$ cat src/rtl/hazard_ctrl.sv
// rtl/hazard_ctrl.sv - RV32I five-stage pipeline hazard controller
module hazard_ctrl #(
  parameter int ADDR_W    = 5,
  parameter int CNT_WIDTH = 32,
  parameter int MAX_WAIT  = 64
) (
  input  logic                 clk,
  input  logic                 rst_n,
  input  logic [ADDR_W-1:0]    Rs1D,
  input  logic [ADDR_W-1:0]    Rs2D,
  input  logic [ADDR_W-1:0]    Rs1E,
  input  logic [ADDR_W-1:0]    Rs2E,
  input  logic [ADDR_W-1:0]    RdE,
  input  logic                 ResultSrcE0,
  input  logic                 PCSrcE,
  input  logic [ADDR_W-1:0]    RdM,
  input  logic                 RegWriteM,
  input  logic [ADDR_W-1:0]    RdW,
  input  logic                 RegWriteW,
  input  logic                 MemReqM,
  input  logic                 MemReadyM,
  output logic                 StallF,
  output logic                 StallD,
  output logic                 StallE,
  output logic                 StallM,
  output logic                 FlushD,
  output logic                 FlushE,
  output logic                 FlushW,
  output logic [1:0]           ForwardAE,
  output logic [1:0]           ForwardBE,
  output logic [CNT_WIDTH-1:0] stall_count,
  output logic                 mem_timeout
);

  localparam int WW = $clog2(MAX_WAIT + 1);
  localparam logic [WW-1:0] MAX_CNT = WW'(MAX_WAIT);

  typedef enum logic {
    ST_RUN  = 1'b0,
    ST_WAIT = 1'b1
  } state_t;

  state_t        state;
  logic [WW-1:0] wait_cnt;
  logic [WW-1:0] wait_cnt_next;
  logic          mem_stall;
  logic          lw_stall;

  assign mem_stall = MemReqM & ~MemReadyM;
  assign lw_stall  = ResultSrcE0 & (RdE != '0) & ((RdE == Rs1D) | (RdE == Rs2D)) & ~PCSrcE;

  // Stall/flush decode: memory wait freezes everything and bubbles W, then branch, then load-use
  always_comb begin
    StallF = 1'b0;
    StallD = 1'b0;
    StallE = 1'b0;
    StallM = 1'b0;
    FlushD = 1'b0;
    FlushE = 1'b0;
    FlushW = 1'b0;
    if (!rst_n) begin
      FlushD = 1'b1;
      FlushE = 1'b1;
      FlushW = 1'b1;
    end else if (mem_stall) begin
      StallF = 1'b1;
      StallD = 1'b1;
      StallE = 1'b1;
      StallM = 1'b1;
      FlushW = 1'b1;
    end else if (PCSrcE) begin
      FlushD = 1'b1;
      FlushE = 1'b1;
    end else if (lw_stall) begin
      StallF = 1'b1;
      StallD = 1'b1;
      FlushE = 1'b1;
    end
  end

  // E-stage operand forwarding; the younger M result wins over W
  always_comb begin
    ForwardAE = 2'b00;
    ForwardBE = 2'b00;
    if (rst_n) begin
      if (RegWriteM && (RdM != '0) && (RdM == Rs1E))
        ForwardAE = 2'b10;
      else if (RegWriteW && (RdW != '0) && (RdW == Rs1E))
        ForwardAE = 2'b01;
      if (RegWriteM && (RdM != '0) && (RdM == Rs2E))
        ForwardBE = 2'b10;
      else if (RegWriteW && (RdW != '0) && (RdW == Rs2E))
        ForwardBE = 2'b01;
    end
  end

  // Wait length the FSM will hold after this edge if the memory stall continues
  always_comb begin
    wait_cnt_next = WW'(1);
    if (state == ST_WAIT)
      wait_cnt_next = (wait_cnt == MAX_CNT) ? MAX_CNT : wait_cnt + WW'(1);
  end

  // Memory-wait FSM with saturating wait counter and sticky timeout flag
  always_ff @(posedge clk or negedge rst_n) begin
    if (!rst_n) begin
      state       <= ST_RUN;
      wait_cnt    <= '0;
      mem_timeout <= 1'b0;
    end else begin
      case (state)
        ST_RUN: begin
          if (mem_stall) begin
            state    <= ST_WAIT;
            wait_cnt <= wait_cnt_next;
          end
        end
        ST_WAIT: begin
          if (mem_stall) begin
            wait_cnt <= wait_cnt_next;
          end else begin
            state    <= ST_RUN;
            wait_cnt <= '0;
          end
        end
        default: begin
          state    <= ST_RUN;
          wait_cnt <= '0;
        end
      endcase
      if (mem_stall && (wait_cnt_next == MAX_CNT))
        mem_timeout <= 1'b1;
    end
  end

  // Saturating count of fetch-stall cycles
  always_ff @(posedge clk or negedge rst_n) begin
    if (!rst_n)
      stall_count <= '0;
    else if (StallF && (stall_count != '1))
      stall_count <= stall_count + CNT_WIDTH'(1);
  end

endmodule
$ cat config.mk
export PLATFORM = sky130hd
export DESIGN_NAME = hazard_ctrl
export DESIGN_NICKNAME = d
export VERILOG_FILES = /design/src/rtl/hazard_ctrl.sv
export SDC_FILE = /design/constraint.sdc
export NUM_CORES = 1
export LEC_CHECK = 0
export BUFFER_PORTS_ARGS = -buffer_cell sky130_fd_sc_hd__buf_2
export CAP_MARGIN = 40
export CORE_UTILIZATION = 40
export DETAILED_ROUTE_END_ITERATION = 10
export PLACE_DENSITY = 0.73
export SYNTH_ARGS = -nofsm -noshare
export SYNTH_HDL_FRONTEND = slang
export SYNTH_SLANG_ARGS = --single-unit
$ cat constraint.sdc
create_clock -name clk -period 4.2 [get_ports clk]
set_clock_uncertainty 0.15 [all_clocks]
set_input_delay 0.84 -clock clk [delete_from_list [all_inputs] [get_ports clk]]
set_output_delay 0.84 -clock clk [all_outputs]
set_load 0.02 [all_outputs]
==> results of run 1 <==
==> sequential cells by signal (all words and copies together) (netlist names) <==
signal and count:
mem_timeout 1, state 1, stall_count 32, wait_cnt 7
==> worst paths after layout <==
check                                              end  slack [ps]  depth (start not counted)
max in group asynchronous  stall_count[13]$_DFFE_PN0P_        3120                          2
setup / recovery                                StallF         880                          7
hold reg to reg                mem_timeout$_DFFE_PN0P_         320                          2
min in group asynchronous      wait_cnt[6]$_DFFE_PN0P_         490                          2
hold / removal                 mem_timeout$_DFFE_PN0P_         320                          2
setup reg to reg            stall_count[1]$_DFFE_PN0P_        1760                          6
==> layout make-up <==
| cell class | count | area (sq um) |
|---|---|---|
| Tap cell | 77 | 96.3 |
| Clock inverter | 2 | 13.8 |
| Inverter | 10 | 37.5 |
| Sequential cell | 41 | 1030 |
| Clock buffer | 6 | 82.6 |
| Fill cell | 605 | 3170 |
| Timing Repair Buffer | 88 | 445 |
| Multi-Input combinational cell | 217 | 1520 |
==> per-layer routing <==
metal,vias up,wire length [um],GRT usage [%],share of wire (%)
li1,1114,-,-,-
met1,1076,2600,22.5,45
met2,77,2750,30.3,48
met3,6,311,2.78,5.4
met4,0,72,5.55,1.3
met5,-,0,0,0
==> power by group through the flow <==
stage	clock network, mW	logic, mW	registers [mW]
2_1_floorplan	0	0.0809	0.464
3_3_place_gp	0	0.167	0.446
3_5_place_dp	0	0.172	0.447
4_1_cts	0.283	0.172	0.440
5_1_grt	0.297	0.190	0.444
6_report	0.277	0.170	0.440
==> cell usage after synthesis (4+ instances only) <==
| master | instances | share of area [%] |
|---|---|---|
| and3_1 | 6 | 1.4 |
| nand2_1 | 20 | 2.8 |
| o21ai_0 | 9 | 1.7 |
| inv_1 | 10 | 1.4 |
| nand3_1 | 20 | 3.8 |
| nor3_2 | 5 | 1.9 |
| dfrtp_1 | 41 | 39 |
| nand4_1 | 8 | 1.9 |
| or4_1 | 5 | 1.4 |
| nor4_1 | 7 | 1.7 |
| nor3_1 | 4 | 0.75 |
| xor2_1 | 40 | 13 |
| nand2b_1 | 6 | 1.4 |
| nor2_1 | 25 | 3.5 |
| xnor2_1 | 24 | 7.9 |
==> worst register-to-register path: stages, from the launching register on <==
cell and delay (ps):
dfrtp_1 410, ha_1 210, nand4_1 220, nor4_4 380, nand3_1 210, o211ai_4 370
mux2_1 380
==> logic make-up after synthesis <==
kind of cell,count (synthesis),synth area share (%)
and+or+nand+nor,125,26.9
xor gates and xnor gates,64,21.1
DFF,41,38.7
AOI/OAI and AO/OA,24,7.26
buffers and inverters,19,4.15
adders and majority gates,3,1.42
muxes,1,0.424
==> through the flow <==
step / cells / cell area [sq um] / hold WS (ps) / power (mW)
final: 441 / 3220 / 320 / 0.887
after global routing: 441 / 3220 / 351 / 0.931
after CTS: 441 / 3220 / 330 / 0.895
after detailed placement: 433 / 3120 / 309 / 0.619
after global placement: 433 / 3120 / 301 / 0.613
after floorplan: 277 / 2650 / 329 / 0.545
==> impl_metrics.json, run 1 <==
{
  "first_pass_iters": 4,
  "via_count": 2273,
  "path_buf_inv": 3,
  "ctsResizeCount": 0,
  "critPathMostFrequentCell": "buf_2",
  "start_kind": "input port",
  "synth_seq_cells": 41,
  "crit_path_end_kind": "primary output",
  "p_comb_share_pct": 19.1,
  "vdd_ir_drop_max_mv": 0.230,
  "power.density_nw_per_um2": 276,
  "rows": 29,
  "r2r_start": "stall_count[0]$_DFFE_PN0P_",
  "antenna_left": 0,
  "rsz0062_at_grt": "no",
  "hold_viol": 0,
  "dp_slack_ps": 884,
  "coreArea_sq_um": 6390,
  "leakagePower_nw": 1.61,
  "grt_max_degree": 27,
  "cts_tree": "yes",
  "synth_cell_types": 47,
  "via_per_inst": 5.15,
  "drt-total-wl_um": 5730,
  "critical-path-top-delay-family": "simple AND/OR/NAND/NOR gates",
  "drv_cap": 0,
  "outcome": "completed",
  "yosys_warnings": 0,
  "cp_slowest_cell": "or4_1",
  "worst_ep_required_time_ps": 3210,
  "p_sw_share_pct": 30.1,
  "grt_use_total_pct": 17.5,
  "setup-tns-final_ps": 0,
  "setup.worst_path.start": "RdE[1]",
  "async_flop_share_pct": 100,
  "io_pins": 87,
  "htreeDepth": 2,
  "start_util_pct": 41.5,
  "path_cells": "buf_2 -> or4_1 -> o21ai_2 -> nor2_1 -> a21oi_4 -> inv_1 -> buf_2",
  "clock_path_buffers": 2,
  "ys_seq_area_share_pct": 38.7,
  "port_buffers": 86,
  "crit_arrival_ps": 2330,
  "first_iter_violations": 119,
  "hold_class": "register to register",
  "worst_path_largest_cell_delay_ps": 530,
  "layout_common_cells": "86 x buf_2, 41 x dfrtp_1, 40 x xor2_1, 25 x nor2_1, 24 x xnor2_1",
  "layout_commonest_cell": "buf_2",
  "cts-root-buf": "clkbuf_8",
  "die_y_um": 83.4,
  "intPower_uw": 620,
  "area_delta_synth_final_pct": 21.3,
  "finalCriticalPeriod_ps": 3320,
  "setup_viol": 0,
  "grt_pass1_wl_um": 9920,
  "p_switching_uw": 267,
  "hpwl_um": 4500,
  "overflow": 0,
  "fin_util_pct": 50.4,
  "cts.sinks": 41,
  "grt_pass1_vias": 2214,
  "synth_edf_count": 0,
  "synth.net_count": 323,
  "syn_inst": 277,
  "yosys_most_used_dff": "dfrtp_1",
  "clk_latency_ps": 300,
  "die_w_um": 83.4,
  "post-route-drc-count": 0,
  "n_antenna_cell": 0,
  "timing.final.crit_share_pct": 79.1,
  "fmax_ghz": 0.301,
  "worst_slew_margin_rel_pct": 49.4,
  "post_drt_wl_per_cell_um": 13.0,
  "crit_fanout": 9,
  "hold_buffers": 0,
  "hp-start": "mem_timeout$_DFFE_PN0P_",
  "cts_setup_buffers": 0,
  "setup_ws_ps": 879,
  "maxSlewViolCount": 0,
  "syn_area_sq_um": 2650,
  "antenna_found_initial": 0,
  "place_congestion": 0.829,
  "seqPwrFrac_pct": 49.6,
  "syn_area_per_cell_sq_um": 9.58,
  "cts_inserted_buffers": 5,
  "drive_gt1_share_pct": 32.7,
  "die_area_sq_um": 6960,
  "crit_type": "input port to primary output",
  "cts.reportedPaths.clkPinSlew_ps": 90,
  "worstMarginPinSlew_ps": 755,
  "nNetsFinal": 409,
  "clockPowerShare_pct": 31.3
}
No activity file was read; power rests on OpenSTA's default activity.
==> run 2, diff against run 1 <==
Settings changed: ABC_AREA set to 1.
Clock period 4.2 ns to 2.82 ns, I/O delays scaled along.
==> run 2 against run 1 <==
  * Sequential share of layout area fell by 5.6 points
  * Design area grew 21%
  * Area after synthesis rose by 25%
  * Combinational power grew 74%
  * First-iteration DRC count rose by 76%
  * Wire length is 42% higher
  * Via count rose by 47%
  * Clock-buffer cell count rose by 1
  * Die area up 25%
==> impl_metrics.json, run 2 <==
{
  "cts_setup_buffers": 0,
  "setup-tns-final_ps": 0,
  "layout_commonest_cell": "nand2_1",
  "synth_seq_cells": 41,
  "yosysMostFrequentCell": "nand2_1",
  "rsz0062_at_grt": "no",
  "clock_path_buffers": 2,
  "coreArea_sq_um": 7890,
  "area_delta_synth_final_pct": 17.3,
  "top_regs": "stall_count (32), wait_cnt (7)",
  "cts_tree": "yes",
  "async_flop_share_pct": 100,
  "start_util_pct": 42.2,
  "worst_path_largest_cell_delay_ps": 300,
  "synth.net_count": 528,
  "nNetsFinal": 613,
  "outcome": "completed",
  "p_switching_uw": 436,
  "timing.final.crit_share_pct": 84.1,
  "power.density_nw_per_um2": 354,
  "hold_viol": 0,
  "first_pass_iters": 5,
  "antenna_left": 0,
  "seqPwrFrac_pct": 47.3,
  "htreeDepth": 2,
  "die_area_sq_um": 8680,
  "intPower_uw": 945,
  "post_drt_wl_per_cell_um": 12.2,
  "worst_ep_required_time_ps": 2110,
  "critical-path-top-delay-family": "simple AND/OR/NAND/NOR gates",
  "clk_latency_ps": 300,
  "crit_fanout": 3,
  "synth_common_cells": "166 x nand2_1, 59 x nor2_1, 47 x inv_1",
  "cts.reportedPaths.clkPinSlew_ps": 80,
  "cts.sinks": 41,
  "drive_gt1_share_pct": 24.3,
  "drv_cap": 0,
  "leakagePower_nw": 2.03,
  "crit_type": "input port to primary output",
  "p_sw_share_pct": 31.6,
  "port_buffers": 86,
  "netlist.top_cell.by_area": "dfrtp_1",
  "hpwl_um": 6430,
  "drt-total-wl_um": 8160,
  "cp_slowest_cell": "o41ai_1",
  "ys_seq_area_share_pct": 30.9,
  "path_cells": "buf_2 -> or2_2 -> o41ai_1 -> inv_1 -> nand3_1 -> nor2_1 -> buf_2",
  "grt_pass1_wl_um": 14200,
  "ff2ff_setup_slack_ps": 690,
  "clockPowerShare_pct": 31.4,
  "fmax_ghz": 0.422,
  "hold_class": "input port to async pin",
  "synthTopCellsByArea": "dfrtp_1 31%, nand2_1 19%, nor2_1 6.7%",
  "n_antenna_cell": 0,
  "syn_inst": 482,
  "post-route-drc-count": 0,
  "rows": 32,
  "cts-root-buf": "clkbuf_8",
  "worstMarginPinSlew_ps": 538,
  "syn_area_sq_um": 3330,
  "yosysTopAreaCellShare_pct": 30.9,
  "p_total_mw": 1.38,
  "grt_use_total_pct": 20.1,
  "maxSlewViolCount": 0,
  "place_congestion": 0.919,
  "antenna_found_initial": 0,
  "p_comb_share_pct": 21.4,
  "finalCriticalPeriod_ps": 2370,
  "worst_slew_margin_rel_pct": 64.2,
  "start_kind": "input port",
  "synth_edf_count": 0,
  "via_per_inst": 4.97,
  "ctsResizeCount": 0,
  "die_y_um": 93.2,
  "first_iter_violations": 209,
  "hold_buffers": 0,
  "largest_reg_flops": 32,
  "path_buf_inv": 3,
  "layout_common_cells": "166 x nand2_1, 86 x buf_2, 59 x nor2_1, 47 x inv_1, 41 x dfrtp_1",
  "via_count": 3330,
  "largest-register": "stall_count",
  "syn_area_per_cell_sq_um": 6.90,
  "overflow": 0,
  "critPathMostFrequentCell": "buf_2",
  "grt_pass1_vias": 3176,
  "setup_viol": 0,
  "grt_max_degree": 43,
  "die_w_um": 93.2,
  "yosys_warnings": 0,
  "crit_arrival_ps": 1660,
  "yosys_most_used_dff": "dfrtp_1",
  "cts_inserted_buffers": 5,
  "vdd_ir_drop_max_mv": 0.210,
  "io_pins": 87,
  "synth_cell_types": 29,
  "crit_path_end_kind": "primary output"
}
## run 2: cell types whose count changed in the layout (fill, tap and decap cells not counted), moves of 5 or more
cell / delta
and3_1: -6
inv_1: +37
nand2_1: +146
nand2b_1: -6
nand3_1: +14
nand3_2: +18
nor2_1: +34
nor3_2: -5
nor4_1: -5
or4_1: -5
xor2_1: -15
## run 2: metal layers
layer | up-vias | GRT usage, % | share of wire [%]
met5 | - | 0 | 0
li1 | 1666 | - | -
met4 | 0 | 7.95 | 2.4
met3 | 19 | 2.68 | 5.1
met1 | 1518 | 24.6 | 44
met2 | 127 | 35.5 | 49
## run 2: path summary, 6_finish.rpt
kind,to,depth (start not counted),from
setup / recovery,ForwardAE[0],7,RdW[0]
hold / removal,state$_DFF_PN0_,2,rst_n
hold reg to reg,mem_timeout$_DFFE_PN0P_,1,mem_timeout$_DFFE_PN0P_
max in group asynchronous,stall_count[13]$_DFFE_PN0P_,2,rst_n
min in group clk,state$_DFF_PN0_,2,MemReadyM
setup reg to reg,stall_count[25]$_DFFE_PN0P_,9,stall_count[0]$_DFFE_PN0P_
## run 2: logic make-up (layout without fill, tap and decap cells)
family / count (synthesis) / count (layout) / share of synthesized area, %
xor gates and xnor gates: 45 / 45 / 11.9
AOI/OAI and AO/OA: 15 / 15 / 2.60
adders and majority gates: 3 / 3 / 1.13
and+or+nand+nor: 315 / 315 / 44.4
DFF: 41 / 41 / 30.9
buffers and inverters: 63 / 149 / 9.14
## run 2: power groups by stage
stage               combinational [mW]  sequential, mW  clock, mW
global placement                 0.288           0.663          0
global route                     0.326           0.660      0.464
floorplan                        0.158           0.686          0
detailed placement               0.295           0.665          0
CTS                              0.296           0.653      0.443
finish                           0.295           0.653      0.434
## run 2: cell type report
cell class | count | area, sq um
clock buffer | 7 | 96.3
clock inverter | 1 | 5.00
fill | 801 | 3990
inverter | 51 | 191
multi-input combinational | 378 | 2000
sequential | 41 | 1030
tap | 102 | 128
timing repair buffer | 90 | 460
## run 2: metrics by stage
step	hold WS, ps	instances	setup WS (ps)	util [%]	area, sq um
floorplan	118	482	485	-	3330
global placement	312	662	507	48.2	3800
detailed placement	315	662	438	48.2	3800
CTS	224	670	435	49.5	3900
global route	253	670	311	49.5	3900
finish	215	670	448	49.5	3900
